File: config.mk
export PLATFORM = sky130hd
export DESIGN_NAME = axi_sram_rd_slave_flat
export DESIGN_NICKNAME = d
export VERILOG_FILES = /design/src/rtl/axi_pkg.sv /design/src/rtl/axi_sram_rd_slave_if.sv /design/src/rtl/axi_rd_fifo2.sv /design/src/rtl/axi_sram_rd_slave.sv /design/src/flat_wrapper.sv
export SDC_FILE = /design/constraint.sdc
export NUM_CORES = 1
export LEC_CHECK = 0
export CORE_MARGIN = 5
export CORE_UTILIZATION = 51
export CTS_CLUSTER_DIAMETER = 150
export CTS_CLUSTER_SIZE = 14
export DETAILED_ROUTE_END_ITERATION = 7
export PLACE_DENSITY_LB_ADDON = 0.25
export SLEW_MARGIN = 40
export SYNTH_ARGS = -nofsm -noshare
export SYNTH_HDL_FRONTEND = slang
export SYNTH_SLANG_ARGS = --single-unit
File: constraint.sdc
create_clock -name clk -period 7.77 [get_ports clk]
set_clock_uncertainty 0.05 [all_clocks]
set_input_delay 1.554 -clock clk [delete_from_list [all_inputs] [get_ports clk]]
set_output_delay 1.554 -clock clk [all_outputs]
set_load 0.05 [all_outputs]
File: src/rtl/axi_pkg.sv
// Shared AXI read-side encodings and FSM state type for the SRAM read slave.
// Provides burst/response codes, the slave state enum and a WRAP length check.
// Pure declarations: no logic, no latency, no flow control.
package axi_pkg;

  localparam logic [1:0] BURST_FIXED = 2'b00;
  localparam logic [1:0] BURST_INCR  = 2'b01;
  localparam logic [1:0] BURST_WRAP  = 2'b10;
  localparam logic [1:0] BURST_RSVD  = 2'b11;

  localparam logic [1:0] RESP_OKAY   = 2'b00;
  localparam logic [1:0] RESP_SLVERR = 2'b10;

  typedef enum logic [1:0] {
    ST_IDLE  = 2'd0,
    ST_ISSUE = 2'd1,
    ST_DRAIN = 2'd2
  } rd_state_e;

  // WRAP is only legal for 2, 4, 8 or 16 beats.
  function automatic logic wrap_len_ok(input logic [7:0] len);
    return (len == 8'd1) || (len == 8'd3) || (len == 8'd7) || (len == 8'd15);
  endfunction

endpackage

File: src/rtl/axi_sram_rd_slave_if.sv
// AXI4 read address (AR) and read data (R) channel bundle.
// Ports: ar* request from master, r* response from slave, rready from master.
// master modport drives AR and rready; slave modport drives arready and R.
interface axi_sram_rd_slave_if #(
  parameter int ADDR_W = 32,
  parameter int DATA_W = 32,
  parameter int ID_W   = 4
);

  logic [ID_W-1:0]   arid;
  logic [ADDR_W-1:0] araddr;
  logic [7:0]        arlen;
  logic [2:0]        arsize;
  logic [1:0]        arburst;
  logic              arvalid;
  logic              arready;

  logic [ID_W-1:0]   rid;
  logic [DATA_W-1:0] rdata;
  logic [1:0]        rresp;
  logic              rlast;
  logic              rvalid;
  logic              rready;

  modport master (
    output arid, araddr, arlen, arsize, arburst, arvalid, rready,
    input  arready, rid, rdata, rresp, rlast, rvalid
  );

  modport slave (
    input  arid, araddr, arlen, arsize, arburst, arvalid, rready,
    output arready, rid, rdata, rresp, rlast, rvalid
  );

endinterface

File: src/rtl/axi_rd_fifo2.sv
// Two-entry fall-through FIFO for read data plus {last, resp} tag.
// Latency: a push into an empty FIFO is visible on the head in the same cycle.
// Backpressure: head holds until pop; caller must never push into a full FIFO.
// Ports: push/push_dat in, pop in, head_vld/head_dat out, count = stored entries.
module axi_rd_fifo2 #(
  parameter int W = 35
) (
  input  logic         clk,
  input  logic         resetn,
  input  logic         push,
  input  logic [W-1:0] push_dat,
  input  logic         pop,
  output logic         head_vld,
  output logic [W-1:0] head_dat,
  output logic [1:0]   count
);

  logic [W-1:0] mem [2];
  logic         wr_ptr;
  logic         rd_ptr;
  logic         empty;
  logic         pass;
  logic         store;
  logic         adv;

  assign empty    = (count == 2'd0);
  assign head_vld = !empty || push;
  // Zero when nothing is presented so the R bus idles at zero.
  assign head_dat = !empty ? mem[rd_ptr] : (push ? push_dat : '0);

  // Empty FIFO with push and pop in the same cycle: data flows straight through.
  assign pass  = empty && push && pop;
  assign store = push && !pass;
  assign adv   = pop && !empty;

  always_ff @(posedge clk or negedge resetn) begin
    if (!resetn) begin
      mem[0] <= '0;
      mem[1] <= '0;
      wr_ptr <= 1'b0;
      rd_ptr <= 1'b0;
      count  <= 2'd0;
    end else begin
      if (store) begin
        mem[wr_ptr] <= push_dat;
        wr_ptr      <= !wr_ptr;
      end
      if (adv) begin
        rd_ptr <= !rd_ptr;
      end
      count <= count + {1'b0, store} - {1'b0, adv};
    end
  end

endmodule

File: src/rtl/axi_sram_rd_slave.sv
// AXI4 read slave serving one burst at a time from a 1-cycle-latency SRAM.
// Latency: AR handshake at T, sram_en at T+1, first rvalid at T+2; 1 beat/cycle.
// Backpressure: R held stable while stalled; SRAM reads credit-gated to 2 in flight.
// Ports: clk, resetn; axi (AR/R slave modport); sram_en/sram_addr out, sram_rdata in.
module axi_sram_rd_slave
  import axi_pkg::*;
#(
  parameter int ADDR_W  = 32,
  parameter int DATA_W  = 32,
  parameter int ID_W    = 4,
  parameter int SRAM_AW = 14
) (
  input  logic                 clk,
  input  logic                 resetn,
  axi_sram_rd_slave_if.slave   axi,
  output logic                 sram_en,
  output logic [SRAM_AW-1:0]   sram_addr,
  input  logic [DATA_W-1:0]    sram_rdata
);

  localparam int BYTE_SH = $clog2(DATA_W / 8);

  rd_state_e         state;
  rd_state_e         state_nxt;

  logic [ID_W-1:0]   id_q;
  logic [ADDR_W-1:0] addr_q;
  logic [7:0]        len_q;
  logic [7:0]        cnt_q;
  logic [2:0]        size_q;
  logic [1:0]        burst_q;
  logic              err_q;
  logic              inflight_q;
  logic              inflight_last_q;

  logic              ar_ok;
  logic              ar_hs;
  logic              issue;
  logic              pop;
  logic              beat_last;
  logic              wrap_ok;
  logic              ar_err;
  logic [1:0]        ar_burst_eff;

  logic [ADDR_W-1:0] step;
  logic [ADDR_W-1:0] wrap_mask;
  logic [ADDR_W-1:0] addr_inc;
  logic [ADDR_W-1:0] addr_nxt;

  logic [1:0]        fifo_count;
  logic              head_vld;
  logic [DATA_W+2:0] head_dat;
  logic [DATA_W+2:0] push_dat;

  assign pop       = head_vld && axi.rready;
  assign beat_last = (cnt_q == len_q);
  assign ar_hs     = axi.arvalid && ar_ok;

  // Request decode: illegal WRAP lengths and the reserved code run as INCR with SLVERR.
  assign wrap_ok = wrap_len_ok(axi.arlen);
  assign ar_err  = (axi.arburst == BURST_RSVD)
                || (int'(axi.arsize) > BYTE_SH)
                || ((axi.arburst == BURST_WRAP) && !wrap_ok);

  always_comb begin
    ar_burst_eff = BURST_INCR;
    if (axi.arburst == BURST_FIXED) begin
      ar_burst_eff = BURST_FIXED;
    end else if ((axi.arburst == BURST_WRAP) && wrap_ok) begin
      ar_burst_eff = BURST_WRAP;
    end
  end

  // Beat address generation; WRAP keeps the upper bits of the aligned window.
  assign step      = ADDR_W'(1) << size_q;
  assign wrap_mask = ((ADDR_W'(len_q) + ADDR_W'(1)) << size_q) - ADDR_W'(1);
  assign addr_inc  = addr_q + step;

  always_comb begin
    addr_nxt = addr_inc;
    if (burst_q == BURST_FIXED) begin
      addr_nxt = addr_q;
    end else if (burst_q == BURST_WRAP) begin
      addr_nxt = (addr_q & ~wrap_mask) | (addr_inc & wrap_mask);
    end
  end

  // FSM
  always_ff @(posedge clk or negedge resetn) begin
    if (!resetn) begin
      state <= ST_IDLE;
    end else begin
      state <= state_nxt;
    end
  end

  always_comb begin
    state_nxt = state;
    ar_ok     = 1'b0;
    issue     = 1'b0;
    case (state)
      ST_IDLE: begin
        ar_ok = (fifo_count == 2'd0) && !inflight_q;
        if (axi.arvalid && ar_ok) begin
          state_nxt = ST_ISSUE;
        end
      end
      ST_ISSUE: begin
        // Stored entries plus the read in flight must leave room in the FIFO.
        issue = ({1'b0, fifo_count} + {2'b00, inflight_q}) < 3'd2;
        if (issue && beat_last) begin
          state_nxt = ST_DRAIN;
        end
      end
      ST_DRAIN: begin
        if (pop && head_dat[DATA_W+2]) begin
          state_nxt = ST_IDLE;
        end
      end
      default: state_nxt = ST_IDLE;
    endcase
  end

  // Burst context and SRAM read pipeline
  always_ff @(posedge clk or negedge resetn) begin
    if (!resetn) begin
      id_q            <= '0;
      addr_q          <= '0;
      len_q           <= 8'd0;
      cnt_q           <= 8'd0;
      size_q          <= 3'd0;
      burst_q         <= BURST_INCR;
      err_q           <= 1'b0;
      inflight_q      <= 1'b0;
      inflight_last_q <= 1'b0;
    end else begin
      if (ar_hs) begin
        id_q    <= axi.arid;
        addr_q  <= axi.araddr;
        len_q   <= axi.arlen;
        size_q  <= axi.arsize;
        burst_q <= ar_burst_eff;
        err_q   <= ar_err;
        cnt_q   <= 8'd0;
      end else if (issue) begin
        addr_q <= addr_nxt;
        cnt_q  <= cnt_q + 8'd1;
      end
      inflight_q <= issue;
      if (issue) begin
        inflight_last_q <= beat_last;
      end
    end
  end

  assign sram_en   = issue;
  assign sram_addr = issue ? SRAM_AW'(addr_q >> BYTE_SH) : '0;

  assign push_dat = {inflight_last_q, (err_q ? RESP_SLVERR : RESP_OKAY), sram_rdata};

  axi_rd_fifo2 #(
    .W (DATA_W + 3)
  ) u_fifo (
    .clk      (clk),
    .resetn   (resetn),
    .push     (inflight_q),
    .push_dat (push_dat),
    .pop      (pop),
    .head_vld (head_vld),
    .head_dat (head_dat),
    .count    (fifo_count)
  );

  assign axi.arready = ar_ok;
  assign axi.rvalid  = head_vld;
  assign axi.rdata   = head_dat[DATA_W-1:0];
  assign axi.rresp   = head_dat[DATA_W+1:DATA_W];
  assign axi.rlast   = head_dat[DATA_W+2];
  assign axi.rid     = id_q;

endmodule

File: src/flat_wrapper.sv
// flat-port wrapper written by rule: the top's interface ports become plain ports
module axi_sram_rd_slave_flat import axi_pkg::*;
#(
  parameter int ADDR_W  = 32,
  parameter int DATA_W  = 32,
  parameter int ID_W    = 4,
  parameter int SRAM_AW = 14
)
  (clk, resetn, sram_en, sram_addr, sram_rdata, axi_arid, axi_araddr, axi_arlen, axi_arsize, axi_arburst, axi_arvalid, axi_rready, axi_arready, axi_rid, axi_rdata, axi_rresp, axi_rlast, axi_rvalid);
  axi_sram_rd_slave_if #(.ADDR_W(ADDR_W), .DATA_W(DATA_W), .ID_W(ID_W)) axi_i ();
  input  logic clk;
  input  logic resetn;
  output logic sram_en;
  output logic [SRAM_AW-1:0] sram_addr;
  input  logic [DATA_W-1:0] sram_rdata;
  input wire logic [$bits(axi_i.arid)-1:0] axi_arid;
  input wire logic [$bits(axi_i.araddr)-1:0] axi_araddr;
  input wire logic [$bits(axi_i.arlen)-1:0] axi_arlen;
  input wire logic [$bits(axi_i.arsize)-1:0] axi_arsize;
  input wire logic [$bits(axi_i.arburst)-1:0] axi_arburst;
  input wire logic [$bits(axi_i.arvalid)-1:0] axi_arvalid;
  input wire logic [$bits(axi_i.rready)-1:0] axi_rready;
  output wire logic [$bits(axi_i.arready)-1:0] axi_arready;
  output wire logic [$bits(axi_i.rid)-1:0] axi_rid;
  output wire logic [$bits(axi_i.rdata)-1:0] axi_rdata;
  output wire logic [$bits(axi_i.rresp)-1:0] axi_rresp;
  output wire logic [$bits(axi_i.rlast)-1:0] axi_rlast;
  output wire logic [$bits(axi_i.rvalid)-1:0] axi_rvalid;
  assign axi_i.arid = axi_arid;
  assign axi_i.araddr = axi_araddr;
  assign axi_i.arlen = axi_arlen;
  assign axi_i.arsize = axi_arsize;
  assign axi_i.arburst = axi_arburst;
  assign axi_i.arvalid = axi_arvalid;
  assign axi_i.rready = axi_rready;
  assign axi_arready = axi_i.arready;
  assign axi_rid = axi_i.rid;
  assign axi_rdata = axi_i.rdata;
  assign axi_rresp = axi_i.rresp;
  assign axi_rlast = axi_i.rlast;
  assign axi_rvalid = axi_i.rvalid;
  axi_sram_rd_slave #(.ADDR_W(ADDR_W), .DATA_W(DATA_W), .ID_W(ID_W), .SRAM_AW(SRAM_AW)) u_core (.clk(clk), .resetn(resetn), .axi(axi_i), .sram_en(sram_en), .sram_addr(sram_addr), .sram_rdata(sram_rdata));
endmodule
=== Word level (Yosys, flattened, before mapping) ===
Index checks and enable logic that the tools add are counted.

* Bits in registers: 136
* Input bits: 85
* Logic and storage cells: 105

* Add/subtract/negate cells: 7
* Order comparisons: 5
* Equality and inequality tests: 14
* Shifts and indexed selects: 2
* Mux-type cells: 24
* Bitwise gates (word level): 6
* Reduce and logical (&&, ||, !) cells: 32

{| class="wikitable"
|+ Operator list
! cell !! count
|-
| 35-bit 2-to-1 mux || 6
|-
| 32-bit 2-to-1 mux || 4
|-
| 70-bit bitwise mux || 1
|-
| 32-bit bitwise AND || 2
|-
| 35-bit demux with 1-bit select || 1
|-
| 32-bit adder || 1
|-
| 32-bit inverter || 1
|-
| 32-bit OR || 1
|-
| 1-bit by 3-bit left shift with 32-bit output, first input constant || 1
|-
| 32-bit by 3-bit left shift with 32-bit output || 1
|-
| 32-bit by 1-bit subtractor with 32-bit output, second input constant || 1
|-
| 8-bit 2-to-1 mux || 2
|-
| 14-bit 2-to-1 mux || 1
|-
| 1-bit logical AND || 13
|-
| 2-bit 2-to-1 mux || 6
|-
| 8-bit by 1-bit adder with 9-bit output, second input constant || 1
|-
| 8-bit by 1-bit adder with 8-bit output, second input constant || 1
|-
| 2-bit equality test, second input constant || 4
|-
| 8-bit by 1-bit equality test with 1-bit output, second input constant || 1
|-
| 8-bit by 2-bit equality test with 1-bit output, second input constant || 1
|-
| 8-bit by 3-bit equality test with 1-bit output, second input constant || 1
|-
| 8-bit by 4-bit equality test with 1-bit output, second input constant || 1
|-
| 8-bit equality test || 1
|-
| 2-bit logical NOT || 4
|-
| 17 further kinds || 33
|}

=== Logic depth before layout (Yosys ltp) ===
* Depth in word-level cells: 10
* Mapped depth: 15
* Mapped depth without buffers: 14

=== By module ===
Synthesis repeated with hierarchy kept, for this count alone.

* Cells, all modules: 748
* Area total of the unflattened synthesis: 7500.9 sq um

{| class="wikitable"
|+ Modules (own cells, without submodules)
! module !! times used !! cells an instance !! area each (sq um) !! seq. area each (sq um)
|-
| axi_sram_rd_slave || 1 || 463 || 3808.7 || 1152.4
|-
| axi_rd_fifo2 || 1 || 285 || 3692.3 || 1851.8
|}

=== Worst setup path after synthesis ===
No wires, ideal clock.

* Kind: register to output
* Start point: register u_core.state[1]
* End point: output sram_addr[10]
* Data arrival time: 2.353 ns
* Slack: 3.813 ns
* Stages on the path, launching flop included: 6
* Cell sequence: dfrtp_1 -> nand2b_1 -> a211oi_1 -> clkbuf_1 -> clkbuf_1 -> and2_1

* Cells in the longest elaborated chain, start to end: 3

{| class="wikitable"
|+ RTL lines
! item !! RTL line !! text
|-
| from (decl) || axi_sram_rd_slave.sv:23 || <nowiki>rd_state_e state;</nowiki>
|-
| from (signal assigned) || axi_sram_rd_slave.sv:93 || <nowiki>state <= state_nxt;</nowiki>
|-
| 2-bit by 1-bit equality test with 1-bit output || axi_sram_rd_slave.sv:101 || <nowiki>case (state)</nowiki>
|-
| 1-bit 2-to-1 mux || axi_sram_rd_slave.sv:101 ||
|-
| via sram_en || flat_wrapper.sv:13 || <nowiki>output logic sram_en;</nowiki>
|-
| 14-bit 2-to-1 mux || axi_sram_rd_slave.sv:157 || <nowiki>assign sram_addr = issue ? SRAM_AW'(addr_q >> BYTE_SH) : '0;</nowiki>
|-
| to (decl) || flat_wrapper.sv:14 || <nowiki>output logic [SRAM_AW-1:0] sram_addr;</nowiki>
|}

The timed path passes the listed nets, and every way through them passes these cells.

=== Worst setup path in the final report ===
* Start point: input sram_rdata[4]
* End point: output axi_rdata[4]

* Cells in the longest elaborated chain, start to end: 2

{| class="wikitable"
|+ RTL lines
! item !! RTL line !! text
|-
| from (decl) || flat_wrapper.sv:15 || <nowiki>input logic [DATA_W-1:0] sram_rdata;</nowiki>
|-
| 35-bit 2-to-1 mux (2 in a row) || axi_rd_fifo2.sv:29 || <nowiki>assign head_dat = !empty ? mem[rd_ptr] : (push ? push_dat : '0);</nowiki>
|-
| to (decl) || flat_wrapper.sv:25 || <nowiki>output wire logic [$bits(axi_i.rdata)-1:0] axi_rdata;</nowiki>
|}

No other way between the ends.

==> flow_summary.yaml <==
clock_tree:
  hold_buffers: 0
  clockBufferDepth: 2
  cts_tree: "done"
  cts_resized: 0
  cts_sinks: 118
  htreeDepth: 4
  insertion_delay_ps: 410
  cts_buffers: 17
  root_buffer: "clkbuf_16"
  clk_pin_slew_ps: 50
  cts_setup_buffers: 0
finish:
  layout_commonest_cell: "clkdlybuf4s50_1"
  finalInstanceArea_sq_um: 9200
  antenna_cells: 0
  drive_gt1_share_pct: 13.7
  syn_to_final_growth_pct: 27.0
  nNetsFinal: 957
  final_cell_mix: "clkdlybuf4s50_1, dfrtp_1, nand2_1, mux2_2, o21ai_0"
synth:
  synth_cells: 759
  ys.flop_type: "dfrtp_1"
  synthesis.nets: 858
  yosysSeqAreaShare_pct: 40.8
  yosys_warnings: 0
  synth_cell_type_count: 65
  synth_top_area_cell: "dfrtp_1"
  async_flop_share_pct: 100
  synthTopCellsByArea: "dfrtp_1, mux2_2, mux2i_1"
  syn_area_sq_um: 7240
  synth_edf_count: 0
  synth.avg_cell_area_sq_um: 9.54
  yosys_register_bits: 118
  netlist.area_leader.share_pct: 40.4
global_routing:
  grt_antenna_before_repair: 0
  grtUsageTotal_pct: 22.6
  grt_max_degree: 69
  grt_pass1_wl_microns: 30400
  grt_pass1_vias: 6141
  overflow: 0
run_status:
  status: "finished clean"
run:
  maxCapViolCount: 0
floorplan:
  core_sq_um: 13900
  rows: 43
  fp.dieW_microns: 129
  start_util_pct: 52.2
  die_h_microns: 129
  io_pins: 141
  dieArea_sq_um: 16700
critical_path:
  worst_path_most_repeated_cell: "clkdlybuf4s50_1"
  slowest_stage: "clkdlybuf4s50_1"
  cp_max_fo: 3
  required_ps: 6170
  crit_path_end_kind: "primary output"
  arrival_ps: 3250
  r2r_start: "u_core.len_q[0]"
  crit_type: "primary input to primary output"
  start_kind: "primary input"
  critPathLaunch: "sram_rdata[4]"
  max_stage_delay_ps: 870
  cp_cell_sequence: "clkdlybuf4s50_1 -> nand3_1 -> o21ai_0 -> clkdlybuf4s50_1"
route:
  drtAntennaViolNets: 0
  drt_iter0_drc: 503
  firstDrtPassIters: 5
  drc_errors: 0
  drt_wl_total_microns: 18600
  wire_per_inst_microns: 17.7
  dr_total_vias: 6077
  vias_per_cell: 5.78
power:
  power.density_nw_per_um2: 536
  irDropWorstVdd_mv: 0.227
  p_leak_nw: 3.85
sta:
  period_share_pct: 62.5
  hold_viol: 0
  slew_viol_final: 0
  layout_min_cycle_time_ps: 4860
  fmaxAchievable_ghz: 0.206
  grt_setup_unrepaired: "no"
  setup_viol: 0
  tns_ps: 0
  slew_headroom_pct: 43.7
  tightest_slew_ps: 842
  hold_ws_ps: 420
worst_hold_path:
  hold_start: "u_core.axi.rid[2]"
  hold_class: "flip-flop to flip-flop"
placed_design:
  io_buffer_count: 123
  dp_hpwl_microns: 12800
  place_congestion: 0.963
  place_area_sq_um: 8580
[power by group]
part / switching (mW) / internal, mW / total, mW
logic: 1.71 / 1.14 / 2.86
clock network: 0.276 / 0.505 / 0.782
registers: 0.375 / 0.921 / 1.30
total: 2.36 / 2.57 / 4.93
[per-layer routing]
metal,share of wire (%),track usage (%),vias to the layer above
met5,0,0,-
met4,1.2,5.93,0
met3,5.7,4.29,23
met2,47,36.5,177
met1,46,31.5,2945
li1,-,-,2932
[cell families after synthesis]
| group | count (synthesis) | share of synthesized area (%) |
|---|---|---|
| xor+xnor | 45 | 5.44 |
| other cells | 1 | 0.0518 |
| flops | 118 | 40.8 |
| simple gates | 246 | 17.2 |
| buf+inv | 66 | 3.89 |
| compound gates | 157 | 13.5 |
| fa+ha+maj | 14 | 2.52 |
| mux | 112 | 16.6 |
[Yosys cell counts, types with 4 or more instances]
cell and number:
o21ai_1 5, mux2i_1 45, o21ai_0 62, o21bai_1 5
buf_1 4, o211ai_1 7, a31oi_1 10, clkbuf_1 33
a21o_1 5, nand3_1 52, nor2b_1 5, mux2_2 67
and3_1 6, xor2_1 19, inv_1 16, or3_1 7
nor2_1 34, xnor2_1 26, nand2_1 82, dfrtp_1 117
a211oi_1 6, nand2b_1 5, nand4_1 9, buf_2 9
and4_1 5, and2_1 17, a21oi_1 27, o2111ai_1 4
ha_1 13
[final timing paths]
path                                          to  slack (ps)  depth (start not counted)
hold / removal                 u_core.axi.rid[2]         420                          2
max in group asynchronous   u_core.u_fifo.rd_ptr        5860                          2
setup / recovery                    axi_rdata[4]        2910                          4
min in group asynchronous  u_core.u_fifo.mem[16]         940                          1
setup reg to reg                       flip-flop        3590                         11
hold reg to reg                u_core.axi.rid[2]         420                          2
[area by class of cell]
class | instances | area (sq um)
sequential | 118 | 2960
tap | 180 | 225
timing repair buffer | 130 | 1320
fill | 1108 | 4680
inverter | 16 | 60.1
multi-input combinational | 575 | 4050
clock inverter | 7 | 93.8
clock buffer | 25 | 495
[metrics by stage]
step                std cells  power, mW  setup WS, ps  utilization, %
floorplan                 759       3.30          3810               -
detailed placement       1018       4.13          2990            61.8
global placement         1017       4.04          2990            61.5
CTS                      1050       4.94          2920            66.1
finish                   1051       4.93          2910            66.3
global route             1051       5.22          2860            66.3
[critical path, delay by kind of cell]
family                 cells  cell delay, ps
buffers and inverters      2            1410
AO/OA/AOI/OAI              1             180
AND/OR/NAND/NOR            1             100
(Power assumes the default switching activity.)
